`config.mk`:
```
export PLATFORM = sky130hd
export DESIGN_NAME = latch_q_debounce_flat
export DESIGN_NICKNAME = d
export VERILOG_FILES = /design/src/rtl/latch_q_debounce_if.sv /design/src/rtl/latch_q_debounce.sv /design/src/flat_wrapper.sv
export SDC_FILE = /design/constraint.sdc
export NUM_CORES = 1
export LEC_CHECK = 0
export BUFFER_PORTS_ARGS = -buffer_cell sky130_fd_sc_hd__buf_4
export CORE_MARGIN = 4
export CORE_UTILIZATION = 50
export DETAILED_ROUTE_END_ITERATION = 16
export PLACE_DENSITY = 0.72
export SLEW_MARGIN = 20
export SYNTH_ARGS = -nofsm -noshare
export SYNTH_HDL_FRONTEND = slang
export SYNTH_SLANG_ARGS = --single-unit
export TNS_END_PERCENT = 1
```
`constraint.sdc`:
```
create_clock -name clk -period 2.85 [get_ports clk]
set_input_delay 0.855 -clock clk [delete_from_list [all_inputs] [get_ports clk]]
set_output_delay 0.855 -clock clk [all_outputs]
set_load 0.1 [all_outputs]
```
`src/rtl/latch_q_debounce_if.sv`:
```
// latch_q_debounce_if
// Bundles the signals exchanged between the debouncer and the logic around it.
// The build macro LQD_GLITCH_CNT_EN adds the glitch_cnt signal.
//   q_in, nq_in  : latch complementary outputs, asynchronous to clk
//   clr          : synchronous clear of the counters and the pair error flag
//   level_out    : debounced q level
//   rise_pulse   : one-cycle pulse on a committed 0->1 change
//   fall_pulse   : one-cycle pulse on a committed 1->0 change
//   edge_cnt     : committed edge count
//   pair_err     : sticky q/nq non-complementary flag
//   glitch_cnt   : aborted debounce count (LQD_GLITCH_CNT_EN only)
// modport slave is the debouncer; modport master is whoever drives the inputs.
interface latch_q_debounce_if #(
    parameter int CNT_W = 8
);
    logic             q_in;
    logic             nq_in;
    logic             clr;
    logic             level_out;
    logic             rise_pulse;
    logic             fall_pulse;
    logic [CNT_W-1:0] edge_cnt;
    logic             pair_err;
`ifdef LQD_GLITCH_CNT_EN
    logic [CNT_W-1:0] glitch_cnt;
`endif

    modport slave (
        input  q_in, nq_in, clr,
`ifdef LQD_GLITCH_CNT_EN
        output glitch_cnt,
`endif
        output level_out, rise_pulse, fall_pulse, edge_cnt, pair_err
    );

    modport master (
        output q_in, nq_in, clr,
`ifdef LQD_GLITCH_CNT_EN
        input  glitch_cnt,
`endif
        input  level_out, rise_pulse, fall_pulse, edge_cnt, pair_err
    );
endinterface

```
`src/rtl/latch_q_debounce.sv`:
```
// latch_q_debounce
// Consumes the complementary q/nq outputs of a latch. It does four things:
//   - synchronises both outputs into clk
//   - debounces q into level_out, with one-cycle rise/fall pulses
//   - counts committed edges in edge_cnt
//   - raises a sticky pair_err when q and nq are seen equal on two consecutive cycles
// Ports:
//   clk    : system clock, rising edge
//   rst_n  : asynchronous active-low reset
//   bus    : latch_q_debounce_if.slave carrying q_in/nq_in/clr and the outputs
// Build option LQD_GLITCH_CNT_EN: adds a saturating glitch_cnt counting aborted debounces.
//
// state     | meaning
// STABLE_LO | level_out=0, q_s agrees
// WAIT_HI   | q_s went 1, counting consecutive high samples
// STABLE_HI | level_out=1, q_s agrees
// WAIT_LO   | q_s went 0, counting consecutive low samples
module latch_q_debounce #(
    parameter int DEBOUNCE_CYCLES = 4,
    parameter int CNT_W           = 8
) (
    input  logic               clk,
    input  logic               rst_n,
    latch_q_debounce_if.slave  bus
);
    localparam int            CW      = $clog2(DEBOUNCE_CYCLES + 1);
    localparam logic [CW-1:0] CNT_MAX = CW'(DEBOUNCE_CYCLES);

    typedef enum logic [1:0] {
        STABLE_LO = 2'd0,
        WAIT_HI   = 2'd1,
        STABLE_HI = 2'd2,
        WAIT_LO   = 2'd3
    } state_t;

    logic             q_s1, q_s, nq_s1, nq_s;
    state_t           state, state_nxt;
    logic [CW-1:0]    cnt, cnt_nxt;
    logic             level_r, level_nxt;
    logic             rise_r, rise_nxt;
    logic             fall_r, fall_nxt;
    logic [CNT_W-1:0] edge_cnt_r;
    logic [1:0]       warm;
    logic             eq_now, eq_d, pair_r;

    always_ff @(posedge clk or negedge rst_n) begin
        if (!rst_n) begin
            q_s1    <= 1'b0;
            q_s     <= 1'b0;
            nq_s1   <= 1'b0;
            nq_s    <= 1'b0;
            state   <= STABLE_LO;
            cnt     <= '0;
            level_r <= 1'b0;
            rise_r  <= 1'b0;
            fall_r  <= 1'b0;
        end else begin
            q_s1    <= bus.q_in;
            q_s     <= q_s1;
            nq_s1   <= bus.nq_in;
            nq_s    <= nq_s1;
            state   <= state_nxt;
            cnt     <= cnt_nxt;
            level_r <= level_nxt;
            rise_r  <= rise_nxt;
            fall_r  <= fall_nxt;
        end
    end

    always_comb begin
        state_nxt = state;
        cnt_nxt   = cnt;
        level_nxt = level_r;
        rise_nxt  = 1'b0;
        fall_nxt  = 1'b0;
        case (state)
            STABLE_LO: begin
                if (q_s) begin
                    state_nxt = WAIT_HI;
                    cnt_nxt   = CW'(1);
                end
            end
            WAIT_HI: begin
                if (!q_s) begin
                    state_nxt = STABLE_LO;
                    cnt_nxt   = '0;
                end else if (cnt == CNT_MAX) begin
                    state_nxt = STABLE_HI;
                    cnt_nxt   = '0;
                    level_nxt = 1'b1;
                    rise_nxt  = 1'b1;
                end else begin
                    cnt_nxt = cnt + 1'b1;
                end
            end
            STABLE_HI: begin
                if (!q_s) begin
                    state_nxt = WAIT_LO;
                    cnt_nxt   = CW'(1);
                end
            end
            WAIT_LO: begin
                if (q_s) begin
                    state_nxt = STABLE_HI;
                    cnt_nxt   = '0;
                end else if (cnt == CNT_MAX) begin
                    state_nxt = STABLE_LO;
                    cnt_nxt   = '0;
                    level_nxt = 1'b0;
                    fall_nxt  = 1'b1;
                end else begin
                    cnt_nxt = cnt + 1'b1;
                end
            end
            default: begin
                state_nxt = STABLE_LO;
                cnt_nxt   = '0;
            end
        endcase
    end

    // The edge count advances on the same clock edge that registers the pulse.
    always_ff @(posedge clk or negedge rst_n) begin
        if (!rst_n)
            edge_cnt_r <= '0;
        else if (bus.clr)
            edge_cnt_r <= '0;
        else if (rise_nxt || fall_nxt)
            edge_cnt_r <= edge_cnt_r + 1'b1;
    end

    // Both sync chains reset to 0, which looks like an equal q/nq pair for
    // the first two cycles after reset. Comparison waits until both chains
    // hold real samples so a healthy latch never trips pair_err at start-up.
    assign eq_now = (q_s == nq_s) && (warm == 2'd2);

    always_ff @(posedge clk or negedge rst_n) begin
        if (!rst_n) begin
            warm   <= 2'd0;
            eq_d   <= 1'b0;
            pair_r <= 1'b0;
        end else begin
            if (warm != 2'd2)
                warm <= warm + 2'd1;
            eq_d <= eq_now;
            if (bus.clr)
                pair_r <= 1'b0;
            else if (eq_now && eq_d)
                pair_r <= 1'b1;
        end
    end

`ifdef LQD_GLITCH_CNT_EN
    logic             abort;
    logic [CNT_W-1:0] glitch_cnt_r;

    assign abort = ((state == WAIT_HI) && !q_s) || ((state == WAIT_LO) && q_s);

    always_ff @(posedge clk or negedge rst_n) begin
        if (!rst_n)
            glitch_cnt_r <= '0;
        else if (bus.clr)
            glitch_cnt_r <= '0;
        else if (abort && (glitch_cnt_r != {CNT_W{1'b1}}))
            glitch_cnt_r <= glitch_cnt_r + 1'b1;
    end

    assign bus.glitch_cnt = glitch_cnt_r;
`endif

    assign bus.level_out  = level_r;
    assign bus.rise_pulse = rise_r;
    assign bus.fall_pulse = fall_r;
    assign bus.edge_cnt   = edge_cnt_r;
    assign bus.pair_err   = pair_r;
endmodule
```
`src/flat_wrapper.sv`:
```
// flat-port wrapper written by rule: the top's interface ports become plain ports
module latch_q_debounce_flat 
#(
    parameter int DEBOUNCE_CYCLES = 4,
    parameter int CNT_W           = 8
)
  (clk, rst_n, bus_q_in, bus_nq_in, bus_clr, bus_level_out, bus_rise_pulse, bus_fall_pulse, bus_edge_cnt, bus_pair_err);
  latch_q_debounce_if #(.CNT_W(CNT_W)) bus_i ();
  input  logic clk;
  input  logic rst_n;
  input wire logic [$bits(bus_i.q_in)-1:0] bus_q_in;
  input wire logic [$bits(bus_i.nq_in)-1:0] bus_nq_in;
  input wire logic [$bits(bus_i.clr)-1:0] bus_clr;
  output wire logic [$bits(bus_i.level_out)-1:0] bus_level_out;
  output wire logic [$bits(bus_i.rise_pulse)-1:0] bus_rise_pulse;
  output wire logic [$bits(bus_i.fall_pulse)-1:0] bus_fall_pulse;
  output wire logic [$bits(bus_i.edge_cnt)-1:0] bus_edge_cnt;
  output wire logic [$bits(bus_i.pair_err)-1:0] bus_pair_err;
  assign bus_i.q_in = bus_q_in;
  assign bus_i.nq_in = bus_nq_in;
  assign bus_i.clr = bus_clr;
  assign bus_level_out = bus_i.level_out;
  assign bus_rise_pulse = bus_i.rise_pulse;
  assign bus_fall_pulse = bus_i.fall_pulse;
  assign bus_edge_cnt = bus_i.edge_cnt;
  assign bus_pair_err = bus_i.pair_err;
  latch_q_debounce #(.DEBOUNCE_CYCLES(DEBOUNCE_CYCLES), .CNT_W(CNT_W)) u_core (.clk(clk), .rst_n(rst_n), .bus(bus_i));
endmodule
```
# --- After elaboration in Yosys (flattened, before gate mapping) ---
# Cells that the tools add are included.
totals:
  reg_bits: 24
  output_inout_bits: 12
classes:
  eq_ne: 15
  n_reduce_logical: 10
  n_mux: 27
  add_sub_neg: 3
op_table:
  columns: ["cell", "n"]
  rows:
  - ["8-bit two-way mux", 2]
  - ["3-bit two-way mux", 5]
  - ["2-bit two-way mux", 6]
  - ["3-bit case mux with 4 select lines", 1]
  - ["1-bit two-way mux", 11]
  - ["8-bit by 1-bit adder with 8-bit output (second input constant)", 1]
  - ["2-bit by 1-bit inequality test with 1-bit output (second input constant)", 4]
  - ["2-bit case mux with 4 select lines", 1]
  - ["2-bit == test (second input constant)", 3]
  - ["2-bit inequality test (second input constant)", 3]
  - ["2-bit nonzero test", 3]
  - ["5-bit AND reduction", 1]
  - ["4-bit AND reduction", 1]
  - ["3-bit by 1-bit adder with 3-bit output (second input constant)", 1]
  - ["3-bit == test (second input constant)", 1]
  - ["3-bit by 1-bit inequality test with 1-bit output (second input constant)", 1]
  - ["3-bit inequality test (second input constant)", 1]
  - ["2-bit by 1-bit adder with 2-bit output (second input constant)", 1]
  - ["2-bit by 1-bit == test with 1-bit output (second input constant)", 1]
  - ["1-bit logical AND", 2]
  - ["2-bit logical NOT", 1]
  - ["1-bit case mux with 2 select lines", 1]
  - ["2-bit AND reduction", 1]
  - ["1-bit == test", 1]
  - ["1-bit logical OR", 1]

# --- Longest topological paths before layout ---
depth:
  depth_word: 7
  ltp_mapped: 6
  mapped_depth_nobuf: 5

# --- Worst setup path after synthesis ---
# Ideal clock, no wire load.
synth_timing:
  kind: "register -> register"
  from: "register u_core.edge_cnt_r[0], in the netlist u_core.bus.edge_cnt[0]"
  to: "register u_core.edge_cnt_r[4], in the netlist u_core.bus.edge_cnt[4]"
  path_stages_with_launch: 5
  slack_ps: 850
  arrival_time_ps: 1922
  n_path_buf: 0
  period_less_slack_ps: 2000
  cell_sequence: "dfrtp_1 ha_1 nand4_1 or4_1 a21oi_1"
synth_via:
  elab_chain_len: 3
synth_rtl:
  columns: ["element", "line", "text"]
  rows:
  - ["start: declaration", "latch_q_debounce.sv:42", "logic [CNT_W-1:0] edge_cnt_r;"]
  - ["start signal: assignment", "latch_q_debounce.sv:129", "edge_cnt_r <= edge_cnt_r + 1'b1;"]
  - ["8-bit by 1-bit adder with 8-bit output", "latch_q_debounce.sv:129", null]
  - ["8-bit two-way mux", "latch_q_debounce.sv:128", "else if (rise_nxt || fall_nxt)"]
  - ["8-bit two-way mux", "latch_q_debounce.sv:126", "else if (bus.clr)"]
# Every way passes these cells. The select of a mux whose other input is x is not followed.
# A chain may end at the register's enable or synchronous reset.

# --- Worst setup path after layout ---
layout_timing:
  from: "register u_core.edge_cnt_r[0], in the netlist u_core.bus.edge_cnt[0]"
  to: "output port bus_edge_cnt[0]"
layout_rtl:
  columns: ["element", "line", "text"]
  rows:
  - ["end: declaration", "flat_wrapper.sv:17", "output wire logic [$bits(bus_i.edge_cnt)-1:0] bus_edge_cnt;"]
# No word-level cell between the ends.

==> impl_metrics.json <==
{
  "status": "finished clean",
  "utilization_pct": 61.4,
  "cp_top_family": "flip-flops",
  "grt_use_met3_pct": 2.41,
  "drc": 0,
  "grt_pass1_wl_um": 3230,
  "fin_nets": 125,
  "reg2regPathDepth": 5,
  "io_buffers": 16,
  "path_cells": "buf_4",
  "antenna_found_initial": 0,
  "synthArstFlopShare_pct": 100,
  "critical_path_class": "reg2out",
  "cts_sinks": 24,
  "wl_per_cell_um": 13.4,
  "synth_flop_cell": "dfrtp_1",
  "synthTopCellsByArea": "dfrtp_1 (54%), ha_1 (4.5%), nand2_1 (4.0%), buf_6 (3.0%), mux2_1 (3.0%)",
  "ios": 17,
  "core_area_sq_um": 2040,
  "cts_tree": "yes",
  "post-route-cell-area_sq_um": 1250,
  "setup_viol_count_final": 0,
  "timing.final.crit_period_ns": 1.97,
  "dr.pass1.iters": 4,
  "fmax_mhz": 508,
  "reg2reg_slack_ns": 1.04,
  "yosysSeqAreaShare_pct": 53.9,
  "worstMarginPinSlew_ns": 0.376,
  "rr_startpoint": "u_core.cnt[0]$_DFFE_PN0P_",
  "final_max_slew_viol_count": 0,
  "num_rows": 16,
  "postCtsSetupBuffers": 0,
  "dp.cells": 138,
  "finalCritPeriodShare_pct": 69.0,
  "fin_tns_setup_ns": 0,
  "worstReg2RegEnd": "u_core.bus.edge_cnt[5]$_DFFE_PN0P_",
  "synthToLayoutAreaGrowth_pct": 12.6,
  "die_w_um": 55.2,
  "yosys.area.top_type": "dfrtp_1",
  "ys_ff_latch": 24,
  "cpMaxStageDelayCell": "dfrtp_1",
  "worstPathArrival_ns": 1.11,
  "wl_um": 1910,
  "timing.hold.ws_ns": 0.369,
  "globalRouteTotalUtil_pct": 15.0,
  "fin_skew_ns": 0.000978,
  "clk_pin_slew_ns": 0.12,
  "startpoint_type": "flip-flop",
  "root_buffer": "clkbuf_4",
  "synth.distinct_cells": 32,
  "final_common_cell": "dfrtp_1",
  "worst_setup_path_end_kind": "output pin",
  "critPathMaxFanout": 7,
  "layout_common_cells": "dfrtp_1 (24), buf_4 (16), nand2_1 (12)",
  "top_usage_layer": "met2",
  "hold_depth": 0,
  "crit_required_ns": 2.00,
  "avgSynthCellArea_sq_um": 11.0,
  "initial_core_util_pct": 54.5,
  "grt_pass1_vias": 724,
  "syn-instance-count": 101,
  "ant_nets": 0,
  "dieArea_sq_um": 3050,
  "clk_latency_ns": 0.30,
  "drt-initial-drc-count": 8,
  "die_y_um": 55.2,
  "post_cts_resized": 0,
  "rsz0062_at_grt": "false",
  "vdd_drop_max_v": 0.000384,
  "min_path_type": "reg2reg",
  "fill_cells": 190,
  "critPathMaxStageDelay_ns": 0.47,
  "yosysWarnings": 0,
  "placement.cell_area_sq_um": 1220,
  "drive_gt1_share_pct": 20.0,
  "use_met1_pct": 19.7,
  "synth_edf_count": 0,
  "diodes": 0,
  "dp_hpwl_um": 1340,
  "postCtsHoldBufs": 0,
  "syn_nets": 110,
  "viasPerCell": 5.55,
  "met2_usage_pct": 24.6,
  "clk_path_buf_depth": 2,
  "relSlewSlack_pct": 74.9,
  "hold-path-endpoint": "u_core.nq_s$_DFF_PN0_",
  "numCtsBuffers": 3,
  "netlist_area_sq_um": 1110,
  "gp_congestion": 0.715,
  "via_count": 788,
  "drv_cap": 0,
  "finalPower_mw": 0.747,
  "worstHoldStart": "u_core.nq_s1$_DFF_PN0_",
  "overflow": 0,
  "powerDensity_nw_per_um2": 596,
  "worst-path-buf-inv": 1,
  "h-tree-depth": 1,
  "p_leak_nw": 0.566,
  "fin_ws_ns": 0.883,
  "instances_no_fill": 142,
  "grt_max_degree": 25,
  "hold_viol": 0,
  "pre_cts_slack_ns": 1.09,
  "yosysTopAreaCellShare_pct": 53.9
}
-- synthesized netlist by cell type, drive strengths merged (4+ instances only) --
| cell | number |
|---|---|
| a21oi | 5 |
| buf | 5 |
| dfrtp | 24 |
| ha | 4 |
| nand2 | 12 |
| nand3 | 5 |
| nor2 | 7 |
| o21ai | 4 |
-- worst reg2reg max path, stage by stage (launching register included) --
cell and delay (ns):
dfrtp_1 0.41, inv_1 0.10, ha_1 0.25, nand3_2 0.22, nor4_1 0.37, mux2_1 0.36
-- cell type report --
class                           count  area (sq um)  share of cell area (%)
Tap cell                           27          33.8                    2.69
Multi-Input combinational cell     68           452                    36.0
Timing Repair Buffer               16           120                    9.58
Sequential cell                    24           601                    47.9
Inverter                            3          11.3                   0.898
Clock buffer                        4          36.3                    2.89
-- kinds of logic (layout without fill, tap and decap cells) --
kind of cell | after synthesis | in the layout | share of synthesized area [%]
AOI/OAI and AO/OA | 17 | 17 | 9.33
buffers and inverters | 9 | 23 | 5.50
DFF | 24 | 24 | 53.9
xor gates and xnor gates | 4 | 4 | 4.83
muxes | 4 | 4 | 3.93
adders and majority gates | 4 | 4 | 4.49
and+or+nand+nor | 39 | 39 | 18.0
-- power by group --
group	switching, mW	internal [mW]	leakage, nW
combinational	0.105	0.0586	0.239
clock	0.0964	0.0780	0.0210
sequential	0.0369	0.372	0.306
total	0.238	0.508	0.566
-- how the worst max path moves through the flow --
stage / start / endpoint / slack, ns / cells after the start
floorplan: u_core.bus.edge_cnt[0]$_DFFE_PN0P_ / u_core.bus.edge_cnt[4]$_DFFE_PN0P_ / 0.85 / 4
finish: u_core.bus.edge_cnt[0]$_DFFE_PN0P_ / bus_edge_cnt[0] / 0.88 / 1
global placement: u_core.cnt[0]$_DFFE_PN0P_ / u_core.bus.edge_cnt[7]$_DFFE_PN0P_ / 1.14 / 5
global route: u_core.bus.edge_cnt[0]$_DFFE_PN0P_ / bus_edge_cnt[0] / 0.83 / 1
detailed placement: u_core.cnt[0]$_DFFE_PN0P_ / u_core.bus.edge_cnt[6]$_DFFE_PN0P_ / 1.09 / 5
CTS: u_core.bus.edge_cnt[0]$_DFFE_PN0P_ / bus_edge_cnt[0] / 0.88 / 1
-- sequential cells by signal, indices dropped and copies added (netlist names), named ones only --
name / flops
u_core.bus.edge_cnt: 8
u_core.bus.fall_pulse: 1
u_core.bus.level_out: 1
u_core.bus.pair_err: 1
u_core.bus.rise_pulse: 1
u_core.cnt: 3
u_core.eq_d: 1
u_core.nq_s: 1
u_core.nq_s1: 1
u_core.q_s: 1
u_core.q_s1: 1
u_core.state: 1
u_core.warm: 2
-- per-layer routing --
| layer | wire (um) | share of wire [%] | up-vias |
|---|---|---|---|
| li1 | - | - | 380 |
| met1 | 862 | 45 | 389 |
| met5 | 0 | 0 | - |
| met4 | 13 | 0.68 | 0 |
| met3 | 114 | 6.0 | 2 |
| met2 | 918 | 48 | 17 |
Power figures use the tool's default switching activity.
